## config.mk

```make
export PLATFORM = sky130hd
export DESIGN_NAME = rd_wptr_sync
export DESIGN_NICKNAME = d
export VERILOG_FILES = /design/src/rtl/rd_wptr_sync.sv
export SDC_FILE = /design/constraint.sdc
export NUM_CORES = 1
export LEC_CHECK = 0
export ABC_AREA = 0
export BUFFER_PORTS_ARGS = -buffer_cell sky130_fd_sc_hd__clkbuf_2
export CORE_MARGIN = 4
export CORE_UTILIZATION = 25
export CTS_CLUSTER_DIAMETER = 30
export DETAILED_ROUTE_END_ITERATION = 8
export PLACE_DENSITY_LB_ADDON = 0.08
export SYNTH_ARGS = -nofsm -noshare
export SYNTH_HDL_FRONTEND = slang
export SYNTH_SLANG_ARGS = --single-unit
```

## constraint.sdc

```tcl
create_clock -name r_clk -period 2.8 [get_ports r_clk]
set_input_delay 0.14 -clock r_clk [delete_from_list [all_inputs] [get_ports r_clk]]
set_output_delay 0.14 -clock r_clk [all_outputs]
set_load 0.01 [all_outputs]
```

## src/rtl/rd_wptr_sync.sv

```systemverilog
`default_nettype none
// ============================================================================
// Module      : rd_wptr_sync
// Description : Read-domain receiver for the async FIFO gray write pointer.
//               Synchronizes gwptr into r_clk, converts it to binary, and
//               produces registered occupancy, almost-empty and a sticky
//               gray-coherence error flag.
// Revision    : 1.0 - initial release
// ============================================================================
module rd_wptr_sync #(
    parameter int N           = 3,
    parameter int SYNC_STAGES = 2,
    parameter int AE_LEVEL    = 1
) (
    input  logic       r_clk,
    input  logic       r_reset,
    input  logic [N:0] gwptr,
    input  logic [N:0] brptr,
    input  logic       err_clr,
    output logic [N:0] gwptrsyn,
    output logic [N:0] bwptrsyn,
    output logic [N:0] rd_count,
    output logic       almost_empty,
    output logic       gray_err
);

    // Full FIFO occupancy (2^N) and the almost-empty threshold at pointer width.
    localparam logic [N:0] c_depth    = {1'b1, {N{1'b0}}};
    localparam logic [N:0] c_ae_level = (N+1)'(AE_LEVEL);

    // Synchronizer chain, stage 0 is the first flop after the clock crossing.
    logic [SYNC_STAGES-1:0][N:0] sync_q;
    logic [SYNC_STAGES-1:0][N:0] sync_d;

    // Previous synchronized pointer, used for the one-bit-change check.
    logic [N:0] prev_q;
    logic [N:0] prev_d;

    // Registered outputs.
    logic [N:0] bwptrsyn_q;
    logic [N:0] bwptrsyn_d;
    logic [N:0] rd_count_q;
    logic [N:0] rd_count_d;
    logic       almost_empty_q;
    logic       almost_empty_d;
    logic       gray_err_q;
    logic       gray_err_d;

    // Combinational helpers.
    logic [N:0] bin_w;
    logic [N:0] flip_w;
    logic       multi_flip_w;
    logic       err_set_w;

    assign gwptrsyn = sync_q[SYNC_STAGES-1];

    // Shift the chain: gwptr enters stage 0 with no logic in front of it.
    always_comb begin
        sync_d = {sync_q[SYNC_STAGES-2:0], gwptr};
    end

    // Gray-to-binary conversion of the synchronized pointer, MSB down.
    always_comb begin
        bin_w    = '0;
        bin_w[N] = gwptrsyn[N];
        for (int i = N - 1; i >= 0; i--) begin
            bin_w[i] = bin_w[i+1] ^ gwptrsyn[i];
        end
    end

    // Next-state for occupancy, almost-empty and the sticky coherence flag.
    always_comb begin
        prev_d         = gwptrsyn;
        bwptrsyn_d     = bin_w;
        rd_count_d     = bin_w - brptr;
        almost_empty_d = (rd_count_d <= c_ae_level);
        // x & (x-1) is non-zero exactly when more than one bit flipped.
        flip_w         = gwptrsyn ^ prev_q;
        multi_flip_w   = |(flip_w & (flip_w - 1'b1));
        err_set_w      = multi_flip_w || (rd_count_d > c_depth);
        if (err_set_w) begin
            gray_err_d = 1'b1;
        end else if (err_clr) begin
            gray_err_d = 1'b0;
        end else begin
            gray_err_d = gray_err_q;
        end
    end

    // All state flops; asynchronous active-low reset clears to idle/empty.
    always_ff @(posedge r_clk or negedge r_reset) begin
        if (!r_reset) begin
            sync_q         <= '0;
            prev_q         <= '0;
            bwptrsyn_q     <= '0;
            rd_count_q     <= '0;
            almost_empty_q <= 1'b1;
            gray_err_q     <= 1'b0;
        end else begin
            sync_q         <= sync_d;
            prev_q         <= prev_d;
            bwptrsyn_q     <= bwptrsyn_d;
            rd_count_q     <= rd_count_d;
            almost_empty_q <= almost_empty_d;
            gray_err_q     <= gray_err_d;
        end
    end

    assign bwptrsyn     = bwptrsyn_q;
    assign rd_count     = rd_count_q;
    assign almost_empty = almost_empty_q;
    assign gray_err     = gray_err_q;

endmodule
`default_nettype wire

```

==> summary.txt, run 1 <==
Crit Path Category: register to register
CTS resizes: 0
Syn-to-layout area delta: 30.3%
Fmax: 425 MHz
Layout Nets: 101
CP arrival: 2.55 ns
CP required: 3.00 ns
Unrepaired setup endpoints after global routing: no
Initial Util: 26.0%
Clock skew: 0.00314 ns
Static leakage: 0.514 nW
Die width: 64.1 um
Hold_buf cts: 5
YS warnings: 0
Hold Fails Final Rpt: 0
CP peak stage delay: 0.47 ns
Syn Inst Count: 54
Vias in the first global route: 465
Gr ovfl total: 0
Wire per inst: 10.1 um
WL final: 1300 um
GP Congestion: 0.663
Min-delay worst type: input port to register
Slew Limit Fails: 0
Final instance area: 0.00102 sq mm
Post-Synthesis Cell Area: 786 sq um
#FFs+latches synth: 21
Maximum vdd ir drop: 0.000341 V
Number of H-tree levels: 1
Global-route wire length before repair: 2240 um
Initial antenna violation count: 0
GRT Util Overall: 7.37%
Number of clock sinks: 21
Ant diodes: 0
Clock root buffer: clkbuf_4
CP startpoint kind: register
Synthesized area per cell: 14.6 sq um
CORE AREA: 0.00303 sq mm
Share of cells above drive strength 1: 37.6%
Die ar.: 0.00410 sq mm
Area after DPL: 946 sq um
Clk_lat worst skew: 0.30 ns
Via count: 452
Status: complete, no violations
DP Worst Slack: 0.396 ns
Initial drt markers: 3
Critical Path End Type: register
Cell taking the most area after synthesis: dfrtp_1
Final worst-path cycle share: 84.0%
Setup_tns: 0 ns
Total CTS buffers: 3
CTS tree: done
Max_slew headroom: 66.0%
Commonest non-fill, non-tap cell in the layout: clkbuf_2
Final setup fails: 0
Largest net degree at the start of global routing: 22
Actual slew at the worst max-slew pin: 0.510 ns
Port Buf Inserts: 24
I/O Pins: 25
Power density cells: 629 mW/mm^2
Setup ws final: 0.449 ns
Crit path cell chain: xor2_2, xnor2_2, xor2_1, ha_1, fa_1, xor2_1, nand3_1, a211o_1
CP max stage cell: dfrtp_1
# DRC: 0
Share of the synthesized area in the top cell type: 63.7%
Crit path time final: 2.35 ns
Distinct cells, synth: 18
Maxcap violations: 0
Syn nets: 69
Routed Antenna Nets: 0
Setup bufs post-CTS: 0
Area contributors post-synth: dfrtp_1 64%, xor2_1 5.6%, ha_1 4.8%
Most used cell, CP: xor2_1
Die height: 64.1 um
Clock transition time at the flip-flop clock pins of the worst setup and hold paths: 0.12 ns
Rows: 20
CTS Buffer Depth: 2
Post-DP HPWL: 999 um
Sequential area share after synthesis: 67.0%
Via density: 3.50
Most frequent cells in the layout: 24 x clkbuf_2, 20 x dfrtp_1, 8 x inv_1
DR pass1 iterations: 2
CP Max Fanout: 4
-- final cells by class --
class,instances,area [sq um]
fill,318,2000
inverter,8,30.0
multi-input combinational,23,214
timing repair buffer,29,170
clock inverter,1,5.00
tap,44,55.1
sequential,21,527
clock buffer,3,22.5
-- flip-flops by register name (all words and copies together) (netlist names) --
register,count
almost_empty,1
bwptrsyn,4
gray_err,1
gwptrsyn,4
prev_q,3
rd_count,4
sync_d,4
-- synth_stat cells --
cell type  count
nand2_1        2
maj3_2         1
o21ai_1        1
ha_1           3
o22ai_1        1
a211o_1        1
fa_1           1
buf_4          2
xnor2_2        1
nor3_1         1
a21oi_1        1
xor2_2         1
xor2_1         5
dfrtp_1       20
nand3_1        1
dfstp_2        1
xnor2_1        3
inv_1          8
-- cell families (layout without fill, tap and decap cells) --
logic type / count (synthesis) / in the layout / synth area share [%]
buf+inv: 10 / 41 / 5.73
compound gates: 4 / 4 / 3.18
fa+ha+maj: 5 / 5 / 8.76
xor+xnor: 10 / 10 / 13.1
flops: 21 / 21 / 67.0
simple gates: 4 / 4 / 2.23
-- path summary, 6_finish.rpt --
kind	slack [ns]	startpoint	cells past startpoint	endpoint
min in group asynchronous	0.32	r_reset	2	bwptrsyn[1]
max	0.45	gwptrsyn[2]	8	gray_err
max in group asynchronous	2.12	r_reset	2	almost_empty
min	0.14	brptr[0]	3	rd_count[0]
min reg2reg	0.36	sync_d[4]	0	gwptrsyn[0]
max reg2reg	0.45	gwptrsyn[2]	8	gray_err
-- report_power, final --
group	internal [mW]	switching [mW]	leakage (nW)	total (mW)
Sequential	0.343	0.0138	0.241	0.357
Clock	0.0532	0.0906	0.0177	0.144
Combinational	0.0642	0.0785	0.255	0.143
-- per-layer routing --
layer  GRT usage, %  vias up  share of wire [%]
li1               -      226                  -
met1           8.46      206                 41
met2           12.1       18                 51
met3           3.34        2                7.4
met4           2.43        0               0.69
met5              0        -                  0
-- critical path: cells and delay by family (launching register included) --
family | cells | cell delay, ns
xor+xnor | 4 | 0.78
compound gates | 1 | 0.29
simple gates | 1 | 0.12
flops | 1 | 0.47
fa+ha+maj | 2 | 0.61
-- metrics by stage --
stage / total power, mW / util [%] / hold WS (ns) / std cells
final: 0.643 / 33.8 / 0.138 / 129
after global routing: 0.690 / 33.8 / 0.135 / 129
after CTS: 0.663 / 33.8 / 0.130 / 129
after detailed placement: 0.506 / 31.2 / 0.144 / 120
after global placement: 0.506 / 31.2 / 0.145 / 120
after floorplan: 0.446 / - / -0.156 / 54
(Power assumes the default switching activity.)
==> run 2: changes to the inputs <==
- clock period: 2.8 -> 2.3 ns (I/O delays scaled with it)
==> summary.txt, run 2 (same netlist as run 1, synthesis figures left out) <==
Ant diodes: 0
Clock power share: 21.5%
Slew Limit Fails: 0
Largest net degree at the start of global routing: 22
Critical Path End Type: register
Final core occ: 35.2%
Crit Path Category: register to register
CP Max Fanout: 3
Port Buf Inserts: 24
Clock transition time at the flip-flop clock pins of the worst setup and hold paths: 0.11 ns
CP max stage cell: fa_2
CP required: 2.50 ns
Initial Util: 26.0%
Die height: 64.1 um
Syn-to-layout area delta: 35.7%
Fmax: 462 MHz
M3 GR Usage: 4.04%
WL final: 1350 um
Clock root buffer: clkbuf_4
Minimum setup slack among reg-to-reg paths: 0.13 ns
Gr ovfl total: 0
Final instance area: 0.00107 sq mm
Maxcap violations: 0
Hold Fails Final Rpt: 0
Final worst-path cycle share: 94.2%
Flop pwr share: 54.1%
Post-DP HPWL: 984 um
Number of H-tree levels: 1
Total CTS buffers: 3
Vias in the first global route: 527
Commonest non-fill, non-tap cell in the layout: clkbuf_2
GR Util met1: 8.14%
Register cell area after layout: 527 sq um
Most frequent cells in the layout: 24 x clkbuf_2, 20 x dfrtp_1, 8 x inv_1
Maximum vdd ir drop: 0.000391 V
Multi-input gate area: 219 sq um
Unrepaired setup endpoints after global routing: no
Clock skew: 0.00128 ns
GRT Util Overall: 7.75%
Crit path cell chain: xor2_2, xnor2_2, xor2_1, ha_2, fa_2, nand3_1, a211o_1
CTS Buffer Depth: 2
CP peak stage delay: 0.53 ns
Min-delay worst type: input port to register
Comb pwr share: 24.4%
Total Power: 801 uW
Final setup fails: 0
Area after DPL: 961 sq um
Die ar.: 0.00410 sq mm
Via density: 3.54
Clk_lat worst skew: 0.30 ns
Grt peak-use layer: met2
Sw frac: 28.1%
Die width: 64.1 um
# DRC: 0
Number of clock sinks: 21
Actual slew at the worst max-slew pin: 0.510 ns
Rows: 20
Static leakage: 0.535 nW
GP Congestion: 0.672
Crit path time final: 2.17 ns
I/O Pins: 25
Wire per inst: 10.1 um
Net Sw Power: 225 uW
Internal power: 576 uW
Fillers: 319
Setup_tns: 0 ns
Share of cells above drive strength 1: 43.3%
Layout Nets: 106
CORE AREA: 0.00303 sq mm
Max_slew headroom: 66.0%
Initial antenna violation count: 0
DR pass1 iterations: 2
Power density cells: 752 mW/mm^2
Global-route wire length before repair: 2370 um
Minimum hold slack: 0.114 ns
M2 GR Usage: 13.3%
Initial drt markers: 5
CP arrival: 2.36 ns
CTS tree: done
CP startpoint kind: register
Via count: 475
Routed Antenna Nets: 0
Status: complete, no violations
[run 2: worst paths after layout]
kind / start / endpoint / cells after the start
max: gwptrsyn[3] / gray_err / 7
min: brptr[0] / rd_count[0] / 3
max reg2reg: gwptrsyn[3] / gray_err / 7
min reg2reg: sync_d[7] / gwptrsyn[3] / 0
max in group asynchronous: r_reset / almost_empty / 2
min in group asynchronous: r_reset / bwptrsyn[0] / 2
[run 2: repair_timing]
item / CTS / global route
resized for setup: 0 / 2
endpoints found under the hold margin: 24 / 0
setup endpoints to repair: 0 / 1
setup buffers: 0 / 3
hold buffers: 5 / 0
[run 2: final cells by class]
class / instances / area share, %
flip-flops and latches: 21 / 49.4
inverters: 8 / 2.82
clock inverters: 1 / 0.469
clock buffers: 3 / 2.11
well taps: 44 / 5.16
repair buffers: 34 / 19.5
multi-input cells: 23 / 20.5
[run 2: routing by layer]
layer  share of wire [%]  up-vias
met5                   0        -
met4                0.67        0
met3                 6.2        2
met2                  52       15
met1                  41      223
li1                    -      235
[run 2: power by group through the flow]
stage / logic, mW / registers (mW) / clock network (mW)
2_1_floorplan: 0.0788 / 0.464 / 0
3_3_place_gp: 0.177 / 0.441 / 0
3_5_place_dp: 0.177 / 0.442 / 0
4_1_cts: 0.184 / 0.434 / 0.191
5_1_grt: 0.218 / 0.441 / 0.204
6_report: 0.195 / 0.433 / 0.173
[run 2: per-stage QoR]
step / cells / setup WS [ns]
detailed placement: 122 / 0.0399
floorplan: 54 / 0.0636
global route: 134 / 0.0110
CTS: 131 / 0.0172
finish: 134 / 0.134
global placement: 122 / 0.0913
[run 2: worst max-delay path, delay by kind of cell (launching register included)]
family	cells	cell delay, ns
AOI/OAI and AO/OA	1	0.25
xor gates and xnor gates	3	0.57
and+or+nand+nor	1	0.08
adders and majority gates	2	0.74
DFF	1	0.43
